<file path="src/rtl/dmem_access_ctrl_pkg.sv">
// Shared definitions for the data-memory access sequencer: one-hot access-type
// bit positions, bus size codes, queue entry layout and decode helpers.
package dmem_access_ctrl_pkg;

  localparam int T_LB  = 0;
  localparam int T_LBU = 1;
  localparam int T_LH  = 2;
  localparam int T_LHU = 3;
  localparam int T_LW  = 4;

  localparam logic [1:0] SIZE_BYTE = 2'd0;
  localparam logic [1:0] SIZE_HALF = 2'd1;
  localparam logic [1:0] SIZE_WORD = 2'd2;

  typedef struct packed {
    logic       wr;
    logic [4:0] typ;
    logic [1:0] off;
    logic       cancel;
  } q_entry_t;

  function automatic logic [1:0] size_of(input logic [4:0] typ);
    if (typ[T_LW])                 return SIZE_WORD;
    else if (typ[T_LH] | typ[T_LHU]) return SIZE_HALF;
    else                           return SIZE_BYTE;
  endfunction

  function automatic logic misaligned(input logic [4:0] typ, input logic [1:0] off);
    logic [1:0] sz;
    sz = size_of(typ);
    return ((sz == SIZE_HALF) && off[0]) || ((sz == SIZE_WORD) && (off != 2'b00));
  endfunction

endpackage

</file>
<file path="src/rtl/dmem_access_ctrl_ld_extract.sv">
// Load-data extraction: picks the addressed byte/half lane out of the raw read
// word and sign- or zero-extends it according to the one-hot load type.
module dmem_access_ctrl_ld_extract
  import dmem_access_ctrl_pkg::*;
(
  input  logic [31:0] rdata,
  input  logic [4:0]  typ,
  input  logic [1:0]  off,
  output logic [31:0] data
);

  logic [7:0]  byte_val;
  logic [15:0] half_val;

  always_comb begin
    byte_val = rdata[7:0];
    case (off)
      2'd0:    byte_val = rdata[7:0];
      2'd1:    byte_val = rdata[15:8];
      2'd2:    byte_val = rdata[23:16];
      default: byte_val = rdata[31:24];
    endcase
    half_val = off[1] ? rdata[31:16] : rdata[15:0];

    data = rdata;
    if (typ[T_LB])       data = {{24{byte_val[7]}}, byte_val};
    else if (typ[T_LBU]) data = {24'd0, byte_val};
    else if (typ[T_LH])  data = {{16{half_val[15]}}, half_val};
    else if (typ[T_LHU]) data = {16'd0, half_val};
  end

endmodule

</file>
<file path="src/rtl/dmem_access_ctrl.sv">
// Memory-stage data-memory access sequencer: one holding register feeding the
// SRAM-like bus, an in-order queue of outstanding accesses, and WB result return.
module dmem_access_ctrl
  import dmem_access_ctrl_pkg::*;
#(
  parameter int MAX_OUTST = 2
) (
  input  logic        clk,
  input  logic        resetn,
  input  logic        ms_valid,
  output logic        ms_ready,
  input  logic        ms_wr,
  input  logic [4:0]  ms_type,
  input  logic [31:0] ms_addr,
  input  logic [31:0] ms_wdata,
  input  logic        flush,
  output logic        data_req,
  output logic        data_wr,
  output logic [1:0]  data_size,
  output logic [31:0] data_addr,
  output logic [3:0]  data_wstrb,
  output logic [31:0] data_wdata,
  input  logic        data_addr_ok,
  input  logic        data_data_ok,
  input  logic [31:0] data_rdata,
  output logic        wb_valid,
  output logic        wb_wr,
  output logic        wb_err,
  output logic [31:0] wb_rdata
);

  localparam int PTR_W = (MAX_OUTST > 1) ? $clog2(MAX_OUTST) : 1;
  localparam int CNT_W = $clog2(MAX_OUTST + 1);

  logic        hold_valid, hold_err, hold_wr, hold_cancel;
  logic [4:0]  hold_type;
  logic [31:0] hold_addr, hold_wdata;

  q_entry_t           queue [MAX_OUTST];
  logic [PTR_W-1:0]   wr_ptr, rd_ptr;
  logic [CNT_W-1:0]   count;
  q_entry_t           head;
  logic [31:0]        ld_data;

  logic accept, acc_err, err_now, issue_req, push, pop, err_done;

  function automatic logic [PTR_W-1:0] ptr_next(input logic [PTR_W-1:0] p);
    return (p == PTR_W'(MAX_OUTST - 1)) ? '0 : p + 1'b1;
  endfunction

  assign ms_ready  = resetn & ~hold_valid & ~flush & (count < CNT_W'(MAX_OUTST));
  assign accept    = ms_valid & ms_ready;
  assign acc_err   = misaligned(ms_type, ms_addr[1:0]);
  // A misaligned access with nothing ahead of it completes straight from accept.
  assign err_now   = accept & acc_err & (count == '0);
  assign issue_req = hold_valid & ~hold_err;
  assign push      = issue_req & data_addr_ok;
  assign pop       = data_data_ok & (count != '0);
  assign err_done  = hold_valid & hold_err & (count == '0) & ~flush;
  assign head      = queue[rd_ptr];

  assign data_req  = issue_req;
  assign data_wr   = issue_req & hold_wr;
  assign data_size = issue_req ? size_of(hold_type) : 2'd0;
  assign data_addr = issue_req ? hold_addr : 32'd0;

  always_comb begin
    data_wstrb = 4'd0;
    data_wdata = 32'd0;
    if (issue_req) begin
      case (size_of(hold_type))
        SIZE_BYTE: begin
          data_wstrb = 4'b0001 << hold_addr[1:0];
          data_wdata = {4{hold_wdata[7:0]}};
        end
        SIZE_HALF: begin
          data_wstrb = hold_addr[1] ? 4'b1100 : 4'b0011;
          data_wdata = {2{hold_wdata[15:0]}};
        end
        default: begin
          data_wstrb = 4'b1111;
          data_wdata = hold_wdata;
        end
      endcase
      if (!hold_wr) data_wstrb = 4'd0;
    end
  end

  always_ff @(posedge clk or negedge resetn) begin
    if (!resetn) begin
      hold_valid  <= 1'b0;
      hold_err    <= 1'b0;
      hold_wr     <= 1'b0;
      hold_cancel <= 1'b0;
      hold_type   <= 5'd0;
      hold_addr   <= 32'd0;
      hold_wdata  <= 32'd0;
    end else begin
      if (accept && !err_now) begin
        hold_valid  <= 1'b1;
        hold_err    <= acc_err;
        hold_wr     <= ms_wr;
        hold_cancel <= 1'b0;
        hold_type   <= ms_type;
        hold_addr   <= ms_addr;
        hold_wdata  <= ms_wdata;
      end else if (push || err_done || (flush && hold_valid && hold_err)) begin
        hold_valid  <= 1'b0;
        hold_err    <= 1'b0;
      end else if (flush) begin
        hold_cancel <= 1'b1;
      end
    end
  end

  // Flush marks every slot cancelled; a push in the same cycle overwrites its own
  // slot afterwards with the cancel bit folded in.
  always_ff @(posedge clk or negedge resetn) begin
    if (!resetn) begin
      wr_ptr <= '0;
      rd_ptr <= '0;
      count  <= '0;
      for (int i = 0; i < MAX_OUTST; i++) queue[i] <= '0;
    end else begin
      if (flush) begin
        for (int i = 0; i < MAX_OUTST; i++) queue[i].cancel <= 1'b1;
      end
      if (push) begin
        queue[wr_ptr] <= '{wr: hold_wr, typ: hold_type, off: hold_addr[1:0],
                           cancel: hold_cancel | flush};
        wr_ptr <= ptr_next(wr_ptr);
      end
      if (pop) rd_ptr <= ptr_next(rd_ptr);
      case ({push, pop})
        2'b10:   count <= count + 1'b1;
        2'b01:   count <= count - 1'b1;
        default: count <= count;
      endcase
    end
  end

  dmem_access_ctrl_ld_extract u_ld_extract (
    .rdata (data_rdata),
    .typ   (head.typ),
    .off   (head.off),
    .data  (ld_data)
  );

  always_ff @(posedge clk or negedge resetn) begin
    if (!resetn) begin
      wb_valid <= 1'b0;
      wb_wr    <= 1'b0;
      wb_err   <= 1'b0;
      wb_rdata <= 32'd0;
    end else begin
      wb_valid <= 1'b0;
      wb_wr    <= 1'b0;
      wb_err   <= 1'b0;
      wb_rdata <= 32'd0;
      if (pop) begin
        if (!head.cancel && !flush) begin
          wb_valid <= 1'b1;
          wb_wr    <= head.wr;
          wb_rdata <= head.wr ? 32'd0 : ld_data;
        end
      end else if (err_now) begin
        wb_valid <= 1'b1;
        wb_err   <= 1'b1;
        wb_wr    <= ms_wr;
      end else if (err_done) begin
        wb_valid <= 1'b1;
        wb_err   <= 1'b1;
        wb_wr    <= hold_wr;
      end
    end
  end

endmodule

</file>
<file path="config.mk">
export PLATFORM = sky130hd
export DESIGN_NAME = dmem_access_ctrl
export DESIGN_NICKNAME = d
export VERILOG_FILES = /design/src/rtl/dmem_access_ctrl_pkg.sv /design/src/rtl/dmem_access_ctrl_ld_extract.sv /design/src/rtl/dmem_access_ctrl.sv
export SDC_FILE = /design/constraint.sdc
export NUM_CORES = 1
export LEC_CHECK = 0
export BUFFER_PORTS_ARGS = -buffer_cell sky130_fd_sc_hd__buf_4
export CORE_MARGIN = 4
export CORE_UTILIZATION = 34
export CTS_CLUSTER_DIAMETER = 30
export DETAILED_ROUTE_END_ITERATION = 10
export PLACE_DENSITY = 0.63
export REMOVE_ABC_BUFFERS = 1
export SETUP_SLACK_MARGIN = 0.02
export SYNTH_ARGS = -nofsm -noshare
export SYNTH_HDL_FRONTEND = slang
export SYNTH_SLANG_ARGS = --single-unit
</file>
<file path="constraint.sdc">
create_clock -name clk -period 1.9 [get_ports clk]
set_clock_uncertainty 0.05 [all_clocks]
set_input_delay 0.19 -clock clk [delete_from_list [all_inputs] [get_ports clk]]
set_output_delay 0.19 -clock clk [all_outputs]
set_load 0.005 [all_outputs]
</file>
==> results.md <==
* Vias post-DR at 6322
* Final Cycle Share at 109%
* Cell Pwr Density at 1530 nW/µm²
* Global-route congestion overflow total at 0
* Post-synth EDFFs at 0
* Syn Std Cell Area at 6580 µm²
* RePlAce Congestion at 0.870
* Row count at 50
* Crit path max fanout at 5
* Worst EP required at 1.66 ns
* CTS H-tree lvls at 4
* 1st-iter DRT viols at 288
* Hold crit path type: input pin to flip-flop
* Slew headroom at 52.1%
* Final nets at 1068
* Vias in the first global route at 6199
* Layout area overhead at 81.9%
* Post-layout util at 63.3%
* Fin Hold WS at 0.0228 ns
* RSZ-0062 raised after global routing: yes
* Antenna violations before repair at 1
* Seq/Total Area, Yosys at 48.7%
* Setup violators final at 126
* Pleak at 5.52 nW
* IO Pins at 216
* TritonCTS clock tree: done
* Cell count after synthesis at 569
* Maximum vdd drop at 0.929 mV
* Run status: finished, violations left
* Floorplan core area at 18900 µm²
* Max-slew violations at 0
* Die height at 147 µm
* Most common cell after layout, fill and taps aside: buf_4
* Routed wire length at 25900 µm
* Synth Register Bits at 128
* First-pass DRT Iterations at 5
* WL per Instance at 21.0 µm
* Kind of critical path: flip-flop to output pin
* Initial Util at 34.8%
* Total GRT Usage at 20.1%
* Share of synthesized flip-flops with an asynchronous set or reset at 100%
* Startpoint types: flip-flop
* Fill cells at 1375
* Maximum clock insertion buffer count at 2
* Yosys cell types at 62
* Final Hold Vio Count at 0
* Clock root cell: clkbuf_16
* CTS clk-pin slew, worst paths at 0.06 ns
* Wire length of the first global-routing pass at 34300 µm
* Die Wd at 147 µm
* Total power at 18.3 mW
* Most frequent cells in the layout: buf_4, dfrtp_1, dlygate4sd3_1, mux2_4, buf_6
* Worst-margin pin slew at 0.718 ns
* DP HPWL at 14300 µm
* Dpl cell area at 8780 µm²
* Synth Flop Type: dfrtp_1
* Antenna Nets Post-Route at 0
* Fmax at 485 MHz
* Post-route cell area at 12000 µm²
* Fraction of layout cells with a size suffix above 1 at 58.5%
* Die area at 21600 µm²
* Vias per cell at 5.13
* Final setup margin at -0.162 ns
* Endpoint class of the critical path: output pin
* Worst-Skew Late Latency at 0.42 ns
* Total of max-cap violations at 0
* Remaining DRCs at 0
* ANT cells at 0
* Total CTS buffers at 17
* Clk sinks at 128
* Yosys Warn Count at 0
* Post-synthesis average cell area at 11.6 µm²
* Arrival @ worst endpoint at 1.82 ns
* Port-buffer cells at 215
* Failing checks: negative setup slack
* Largest net degree at the start of global routing at 129
* Fin crit period at 2.06 ns
-- critical path: stages (launching register included) --
cell	delay, ns
dfrtp_1	0.43
buf_6	0.14
nor3_4	0.15
buf_6	0.16
mux2i_1	0.26
nor2_1	0.10
buf_4	0.15
-- per-layer routing --
| layer | GRT usage (%) | wire (µm) |
|---|---|---|
| met1 | 24.8 | 10100 |
| met2 | 32.4 | 12700 |
| met3 | 8.24 | 2490 |
| met4 | 5.96 | 699 |
| met5 | 0 | 7 |
-- logic make-up after synthesis --
group	synth area share, %
compound gates	12.5
xor+xnor	0.666
fa+ha+maj	0.190
buf+inv	4.22
flops	48.7
mux	20.5
simple gates	13.2
-- per-stage QoR --
stage          cells  TNS (ns)  setup WS [ns]
3_5_place_dp    1057     -1.64         -0.105
5_1_grt         1232    -12.81         -0.244
3_3_place_gp    1057     -1.66        -0.0897
2_1_floorplan    533   -144.20          -1.66
4_1_cts         1196     -5.46         -0.122
6_report        1232     -4.94         -0.162
-- repair_timing --
action | in CTS | in global routing
buffers inserted | 16 | 24
endpoints found under the setup margin | 163 | 125
gates cloned | 6 | 14
hold buffers | 85 | 0
endpoints found under the hold margin | 212 | 0
gates resized for setup | 51 | 201
pin swaps | 3 | 52
-- state kept, by name, summed over array words and instances, names as in the netlist, 2 cells and up --
name / cells
queue: 16
wb_rdata: 32
hold_addr: 32
hold_type: 5
count: 2
hold_wdata: 32
-- report_power, final --
group          switching (mW)  internal [mW]
sequential               1.08           3.71
clock                    1.35           2.25
combinational            4.24           5.70
total                    6.67           11.7
-- final timing paths --
kind | from | end | slack (ns) | cells past startpoint
setup / recovery | hold_type[4]$_DFFE_PN0P_ | data_wdata[15] | -0.16 | 6
hold / removal | data_rdata[23] | wb_rdata[23]$_DFF_PN0_ | 0.02 | 3
setup reg to reg | count[1]$_DFFE_PN0P_ | hold_addr[8]$_DFFE_PN0P_ | -0.10 | 7
hold reg to reg | hold_wdata[25]$_DFFE_PN0P_ | hold_wdata[25]$_DFFE_PN0P_ | 0.46 | 1
max in group asynchronous | resetn | hold_type[3]$_DFFE_PN0P_ | 0.81 | 3
min in group asynchronous | resetn | wb_rdata[19]$_DFF_PN0_ | 0.44 | 3
-- area by class of cell --
type                    instances  area, µm²  area share (%)
repair buffers                406       3960            33.1
clock buffers                  18        439            3.67
clock inverters                14        203            1.69
flip-flops and latches        128       3210            26.8
multi-input cells             400       3790            31.7
well taps                     260        325            2.72
inverters                       6       36.3           0.303
-- cell usage after synthesis, drive strengths merged (5+ instances only) --
cell	n	area (µm²)
a211oi	25	233
a21oi	6	30.0
a221oi	7	61.3
a311oi	8	70.1
and2	42	263
buf	21	199
clkbuf	15	56.3
dfrtp	128	3200
inv	5	18.8
mux2	93	1050
mux2i	29	303
nand2	46	175
nand2b	5	31.3
nor2	64	243
o21ai	12	60.1
o22ai	9	62.6
o32ai	9	86.3
No activity file was read; power rests on OpenSTA's default activity.
